==> src/rtl/box_scanner_if.sv <==
// Signal bundle between the box_scanner front-end and the 3x3 key matrix / game logic.
// master is the scanner side; slave is the matrix/controller side.
interface box_scanner_if;
   logic [2:0] row_n;
   logic [2:0] col_n;
   logic       start_btn;
   logic [8:0] box;
   logic [8:0] box_press;
   logic       start_pulse;
   logic       frame_done;

   modport master (
      output row_n, box, box_press, start_pulse, frame_done,
      input  col_n, start_btn
   );

   modport slave (
      input  row_n, box, box_press, start_pulse, frame_done,
      output col_n, start_btn
   );
endinterface

==> src/rtl/box_scanner.sv <==
// 3x3 key matrix scanner with per-frame debounce of every key and the start button.
// Debounced state, press pulses and frame_done all update one cycle after the ROW2 sampling edge.
module box_scanner #(
   parameter int unsigned SCAN_DIV  = 50000,
   parameter int unsigned DEB_SCANS = 4
) (
   input  logic          clk,
   input  logic          rst,
   box_scanner_if.master bus
);

   localparam int unsigned CntW = (SCAN_DIV > 1) ? $clog2(SCAN_DIV) : 1;
   localparam int unsigned DebW = $clog2(DEB_SCANS + 1);
   localparam logic [CntW-1:0] CntLast = CntW'(SCAN_DIV - 1);
   localparam logic [DebW-1:0] DebLast = DebW'(DEB_SCANS - 1);

   typedef enum logic [1:0] {StRow0, StRow1, StRow2} state_e;

   state_e          state_q, state_d;
   logic [CntW-1:0] cnt_q, cnt_d;
   logic [2:0]      col_meta_q, col_sync_q;
   logic            start_meta_q, start_sync_q;
   logic [8:0]      raw_q, raw_d;
   // Bit 9 of the debounce vectors is the start button; bits 8:0 are the keys.
   logic [9:0]      stable_q, stable_d;
   logic [9:0]      press_q, press_d;
   logic [DebW-1:0] deb_cnt_q [10];
   logic [DebW-1:0] deb_cnt_d [10];
   logic            frame_done_q;
   logic [2:0]      key_act;
   logic            dwell_end;
   logic            frame_end;
   logic [9:0]      deb_in;

   always_ff @(posedge clk or posedge rst) begin
      if (rst) begin
         col_meta_q   <= '0;
         col_sync_q   <= '0;
         start_meta_q <= 1'b0;
         start_sync_q <= 1'b0;
      end else begin
         col_meta_q   <= bus.col_n;
         col_sync_q   <= col_meta_q;
         start_meta_q <= bus.start_btn;
         start_sync_q <= start_meta_q;
      end
   end

   assign key_act   = ~col_sync_q;
   assign dwell_end = (cnt_q == CntLast);
   assign frame_end = dwell_end && (state_q == StRow2);
   // Fresh row-2 data joins the frame's debounce step directly, bypassing raw_q.
   assign deb_in    = {start_sync_q, key_act, raw_q[5:0]};

   always_comb begin
      state_d   = state_q;
      cnt_d     = cnt_q + CntW'(1);
      raw_d     = raw_q;
      bus.row_n = 3'b110;
      case (state_q)
         StRow0:  bus.row_n = 3'b110;
         StRow1:  bus.row_n = 3'b101;
         StRow2:  bus.row_n = 3'b011;
         default: bus.row_n = 3'b110;
      endcase
      if (dwell_end) begin
         cnt_d = '0;
         case (state_q)
            StRow0: begin
               state_d    = StRow1;
               raw_d[2:0] = key_act;
            end
            StRow1: begin
               state_d    = StRow2;
               raw_d[5:3] = key_act;
            end
            StRow2: begin
               state_d    = StRow0;
               raw_d[8:6] = key_act;
            end
            default: state_d = StRow0;
         endcase
      end
   end

   always_comb begin
      stable_d = stable_q;
      press_d  = '0;
      for (int k = 0; k < 10; k++) begin
         deb_cnt_d[k] = deb_cnt_q[k];
         if (frame_end) begin
            if (deb_in[k] == stable_q[k]) begin
               deb_cnt_d[k] = '0;
            end else if (deb_cnt_q[k] == DebLast) begin
               stable_d[k]  = deb_in[k];
               deb_cnt_d[k] = '0;
               press_d[k]   = deb_in[k];
            end else begin
               deb_cnt_d[k] = deb_cnt_q[k] + DebW'(1);
            end
         end
      end
   end

   always_ff @(posedge clk or posedge rst) begin
      if (rst) begin
         state_q      <= StRow0;
         cnt_q        <= '0;
         raw_q        <= '0;
         stable_q     <= '0;
         press_q      <= '0;
         frame_done_q <= 1'b0;
         for (int k = 0; k < 10; k++) deb_cnt_q[k] <= '0;
      end else begin
         state_q      <= state_d;
         cnt_q        <= cnt_d;
         raw_q        <= raw_d;
         stable_q     <= stable_d;
         press_q      <= press_d;
         frame_done_q <= frame_end;
         for (int k = 0; k < 10; k++) deb_cnt_q[k] <= deb_cnt_d[k];
      end
   end

   assign bus.box         = stable_q[8:0];
   assign bus.box_press   = press_q[8:0];
   assign bus.start_pulse = press_q[9];
   assign bus.frame_done  = frame_done_q;

endmodule
==> src/flat_wrapper.sv <==
// flat-port wrapper written by rule: the top's interface ports become plain ports
module box_scanner_flat 
#(
   parameter int unsigned SCAN_DIV  = 50000,
   parameter int unsigned DEB_SCANS = 4
)
  (clk, rst, bus_row_n, bus_box, bus_box_press, bus_start_pulse, bus_frame_done, bus_col_n, bus_start_btn);
  box_scanner_if bus_i ();
  input  logic clk;
  input  logic rst;
  output wire logic [$bits(bus_i.row_n)-1:0] bus_row_n;
  output wire logic [$bits(bus_i.box)-1:0] bus_box;
  output wire logic [$bits(bus_i.box_press)-1:0] bus_box_press;
  output wire logic [$bits(bus_i.start_pulse)-1:0] bus_start_pulse;
  output wire logic [$bits(bus_i.frame_done)-1:0] bus_frame_done;
  input wire logic [$bits(bus_i.col_n)-1:0] bus_col_n;
  input wire logic [$bits(bus_i.start_btn)-1:0] bus_start_btn;
  assign bus_row_n = bus_i.row_n;
  assign bus_box = bus_i.box;
  assign bus_box_press = bus_i.box_press;
  assign bus_start_pulse = bus_i.start_pulse;
  assign bus_frame_done = bus_i.frame_done;
  assign bus_i.col_n = bus_col_n;
  assign bus_i.start_btn = bus_start_btn;
  box_scanner #(.SCAN_DIV(SCAN_DIV), .DEB_SCANS(DEB_SCANS)) u_core (.clk(clk), .rst(rst), .bus(bus_i));
endmodule
==> config.mk <==
export PLATFORM = sky130hd
export DESIGN_NAME = box_scanner_flat
export DESIGN_NICKNAME = d
export VERILOG_FILES = /design/src/rtl/box_scanner_if.sv /design/src/rtl/box_scanner.sv /design/src/flat_wrapper.sv
export SDC_FILE = /design/constraint.sdc
export NUM_CORES = 1
export LEC_CHECK = 0
export CAP_MARGIN = 25
export CORE_MARGIN = 2
export CORE_UTILIZATION = 52
export CTS_CLUSTER_DIAMETER = 40
export DETAILED_ROUTE_END_ITERATION = 8
export GPL_TIMING_DRIVEN = 0
export PLACE_DENSITY = 0.75
export SYNTH_ARGS = -nofsm -noshare
export SYNTH_HDL_FRONTEND = slang
export SYNTH_SLANG_ARGS = --single-unit
==> constraint.sdc <==
create_clock -name clk -period 2.6 [get_ports clk]
set_clock_uncertainty 0.2 [all_clocks]
set_input_delay 0.39 -clock clk [delete_from_list [all_inputs] [get_ports clk]]
set_output_delay 0.39 -clock clk [all_outputs]
set_load 0.03 [all_outputs]
== Word level (Yosys, flattened, before mapping) ==
Index checks and enable logic that the tools add are counted.
Storage, ports and cells
  output and inout bits: 23
  logic and storage cells: 142
  register bits: 83
  input port bits: 6
Cells by class
  reduce and logical (&&, ||, !) cells: 14
  $add $sub $neg: 11
  multiplexer cells: 53
  eq/ne operators: 23
  bitwise operators: 11
Operators by type and width (count)
  $mux W3: 20
  $add A3 B1 Y3 const B: 10
  $eq A3 B2 Y1 const B: 10
  $mux W1: 30
  $reduce_and A3 Y1: 10
  $add A16 B1 Y16 const B: 1
  $eq A16 B16 Y1 const B: 1
  $mux W16: 1
  $eq A1 B1 Y1: 10
  $not A1 Y1: 10
  $pmux W3 S2: 1
  $pmux W2 S2: 1
  $reduce_and A2 Y1: 2
  $not A3 Y3: 1
  $eq A2 B1 Y1 const B: 1
  $eq A2 B2 Y1 const B: 1
  $logic_not A2 Y1: 1
  $logic_and A1 B1 Y1: 1

== Depth between registers and ports, before layout ==
  depth after elaboration: 4
  gate-level depth with buffers: 7

== Worst setup path after synthesis ==
Ideal clock, no wire load.
  kind: reg2reg
  start: reg u_core.cnt_q[4]
  end: reg u_core.stable_q[1]
  arrival: 1.911 ns
  cell stages (with the launch flop): 6
  setup slack: 0.361 ns
  library setup time: 0.127 ns
  period minus slack after synthesis: 2.239 ns
  path through: dfrtp_1 > or4b_1 > nor4_2 > buf_4 > nand3_1 > mux2_1
On the way
  cells in the longest elaborated chain, start to end: 3
RTL lines
  from (decl): line box_scanner.sv:20  | logic [CntW-1:0] cnt_q, cnt_d;
  from (signal assigned): line box_scanner.sv:116  | cnt_q <= cnt_d;
  $eq A16 B16 Y1: line box_scanner.sv:50  | assign dwell_end = (cnt_q == CntLast);
  $logic_and A1 B1 Y1: line box_scanner.sv:51  | assign frame_end = dwell_end && (state_q == StRow2);
  $reduce_and A3 Y1 (no line)
  to (signal assigned): line box_scanner.sv:118  | stable_q <= stable_d;
  to (decl): line box_scanner.sv:25  | logic [9:0] stable_q, stable_d;
Every way passes these cells.
A chain may end at the register's enable or synchronous reset.

== Final worst setup path ==
  start: reg u_core.cnt_q[4]
  end: reg u_core.stable_q[4]
Same word-level chain as after synthesis.

==> metrics <==
Adder-Cell Fraction of Synth Area=0.0542; port buffer count=28; initial antenna violation count=0; CTS root buf=clkbuf_8; DRT iter0 DRCs=about 130; Top FF cell, synth=dfrtp_1; Slew headroom=0.623; number of global-route vias before repair=between 2000 and 2500; Vias/cell=approximately 5; Final nets=401; FILL cells=about 560; core box area=6830 sq um; chip width=88.3 microns; Clock Path Buffers=2; Initial Util=0.540; global-route usage over all layers=0.188; sequential share of the synthesized area=0.563; MaxCap Viol Count=0; min-delay worst type=flop to flop; hold slack=about 150 ps; critical path class=flop to flop; DR vias=2441; wire per inst=about 14 microns; worst slew pin tran=566 ps; Synth Area in Simple Gates=0.178; top cells by area, synth=dfrtp_1 56%, ha_1 5.4%, xnor2_1 3.3%; #FFs+latches synth=83; Detail Route Antenna Nets=0; # rows=30; Overflow after GRT=0; Final Setup Violations=0; Power Dens Cells=roughly 540 nW/um^2; critical path data arrival time=~2500 ps; cell count after placement=~460; EDFF count, synth=0; first-pass GRT wire length=11200 microns; drc violations=0; largest family of logic cells by synthesized area=simple AND/OR/NAND/NOR gates; mean area per synthesized cell=between 10 and 15 sq um; H-tree Lvls=3; RSZ-0062 raised after global routing=no; post-synthesis mux area share=0.0458; Compound-Gate Fraction of Synth Area=0.0542; antenna cells=0; Die H=slightly below 90 microns; Clock Pin Slew Worst Setup and Hold Paths=around 80 ps; share of cells above drive strength 1=0.104; LEAKAGE=around 0.0021 uW; Routed WL=6490 microns; Post-Syn Area=~3700 sq um; ys async rst share=1.00; # clock sinks=between 80 and 90; final worst-path cycle share=0.959; library cells used by synthesis=33; DRT Pass-1 Iters=4; CTS Buf Count=9; Yosys top cell area share=0.563; Req. time, crit path=between 2000 and 3000 ps; final-report max-slew violation count=0; number of synthesis warnings=0; setup TNS=0 ps; I/O Pins=29; TritonCTS clock tree=done; Mapped Nets=358; XOR/XNOR share of the synthesized area=0.0546; Layout area overhead=18.8%; CP Launch Type=flop; status=complete, no violations; largest area contributor in the netlist=dfrtp_1; largest net degree at the start of global routing=slightly above 40; Tmin final=2490 ps; DP HPWL=4400 microns; Max FO, Critical Path=10; CP endpoint kind=flop; fmax=around 0.40 GHz; non-filler cells, final=between 400 and 500; die area=a little under 8000 sq um; Layout Utilization=0.642; Clock Latency Late Sink=between 300 and 400 ps; Worst VDD drop=about 0.31 mV; Cells after Synth=approximately 340; Fin. Hold Viols=0; RePlAce Congestion=0.771
==> power by group <==
| group | total, uW | switching (uW) | leakage (uW) | internal, uW |
|---|---|---|---|---|
| clock | 1030 | 442 | 0.000119 | 589 |
| combinational | 48.3 | 31.3 | 0.000893 | 17.0 |
| sequential | 1300 | 5.83 | 0.00113 | 1300 |
| total | 2380 | 479 | 0.00214 | 1900 |
==> stage by stage <==
step | power, uW | area (sq um) | setup WS [ps]
5_1_grt | 2470 | 4390 | 13.2
3_3_place_gp | 1370 | 4100 | 39.1
2_1_floorplan | 1350 | 3690 | 361
3_5_place_dp | 1380 | 4140 | 5.38
6_report | 2380 | 4390 | 105
4_1_cts | 2410 | 4370 | 75.6
==> kinds of logic (layout without fill, tap and decap cells) <==
| family | after synthesis | after routing |
|---|---|---|
| compound gates | 34 | 34 |
| fa+ha+maj | 16 | 16 |
| xor+xnor | 23 | 23 |
| mux | 16 | 16 |
| simple gates | 127 | 127 |
| flops | 83 | 83 |
| buf+inv | 37 | 85 |
==> per-layer routing <==
| layer | global-route usage | routed length [microns] | vias up | share of wire |
|---|---|---|---|---|
| met5 | 0 | 0 | - | 0 |
| met4 | 0.0661 | 87 | 0 | 0.013 |
| met3 | 0.0438 | 256 | 7 | 0.039 |
| met2 | 0.295 | 2990 | 50 | 0.46 |
| met1 | 0.260 | 3150 | 1170 | 0.49 |
| li1 | - | - | 1214 | - |
==> synth_stat cells, types with 2 or more instances <==
| cell | n |
|---|---|
| o21a_1 | 10 |
| nor2b_1 | 11 |
| nor4_2 | 3 |
| a21o_1 | 2 |
| dfrtp_1 | 83 |
| mux2_2 | 2 |
| buf_4 | 10 |
| nor2_1 | 28 |
| o21ai_0 | 21 |
| clkbuf_1 | 6 |
| mux2i_1 | 9 |
| nand4_1 | 4 |
| or3_1 | 9 |
| xnor2_1 | 14 |
| nand2_1 | 32 |
| nand3_1 | 16 |
| xor2_1 | 9 |
| inv_1 | 19 |
| nor4_1 | 4 |
| nor3_1 | 12 |
| mux2_1 | 5 |
| ha_1 | 16 |
==> cell type report <==
| cell class | instances | area [sq um] | area share |
|---|---|---|---|
| Buffer | 18 | 114 | 0.0260 |
| Clock buffer | 11 | 151 | 0.0345 |
| Clock inverter | 5 | 75.1 | 0.0171 |
| Inverter | 19 | 75.1 | 0.0171 |
| Multi-Input combinational cell | 216 | 1440 | 0.328 |
| Sequential cell | 83 | 2080 | 0.474 |
| Tap cell | 96 | 120 | 0.0274 |
| Timing Repair Buffer | 32 | 335 | 0.0765 |
==> what timing repair did <==
| item | CTS | global route |
|---|---|---|
| hold buffers | 0 | 0 |
| gates resized for setup | 1 | 0 |
| buffers inserted | 0 | 2 |
| pin swaps | 0 | 1 |
| endpoints found under the setup margin | 1 | 5 |
==> worst paths after layout <==
kind,startpoint,to,slack [ps],cells after the start
setup reg to reg,u_core.cnt_q[4],u_core.stable_q[4],110,5
min in group asynchronous,rst,u_core.cnt_q[5],190,2
hold reg to reg,u_core.start_meta_q,u_core.start_sync_q,150,0
max in group asynchronous,rst,u_core.press_q[9],1480,3
hold / removal,u_core.start_meta_q,u_core.start_sync_q,150,0
setup / recovery,u_core.cnt_q[4],u_core.stable_q[4],110,5
==> cells in the final DEF, fill, tap and decap left out, types with 2 or more instances in the layout <==
cell type        Yosys  routed
nor2_1              28      28
o21ai_0             21      21
o21a_1              10      10
nor4_2               3       2
dfrtp_1             83      83
xor2_1               9       9
buf_12               0       2
clkbuf_1             6       6
bufinv_16            0       2
buf_4               10      12
nor4_1               4       4
inv_1               19      18
clkdlybuf4s50_1      0      28
or3_1                9       9
nand3_1             16      16
clkinv_2             0       3
nand4_1              4       4
a21o_1               2       2
xnor2_1             14      14
nor3_1              12      12
ha_1                16      16
mux2_1               5       5
nand2_1             32      32
mux2_2               2       2
clkbuf_8             0      11
nor2b_1             11      11
mux2i_1              9       9
==> sequential cells by signal, indices dropped and copies added, names as in the netlist, 2 cells and up <==
| register | count |
|---|---|
| u_core.state_q | 2 |
| u_core.col_sync_q | 3 |
| u_core.col_meta_q | 3 |
| u_core.deb_cnt_q | 30 |
| u_core.press_q | 10 |
| u_core.raw_q | 6 |
| u_core.stable_q | 10 |
| u_core.cnt_q | 16 |
==> worst max-delay path: stages, from the launching register on <==
cell and delay, ps:
dfrtp_1 440, or4b_1 590, nor4_4 370, buf_4 260
nand3_1 150, mux2_1 360
Note: power is estimated with default switching activity, not from simulation.
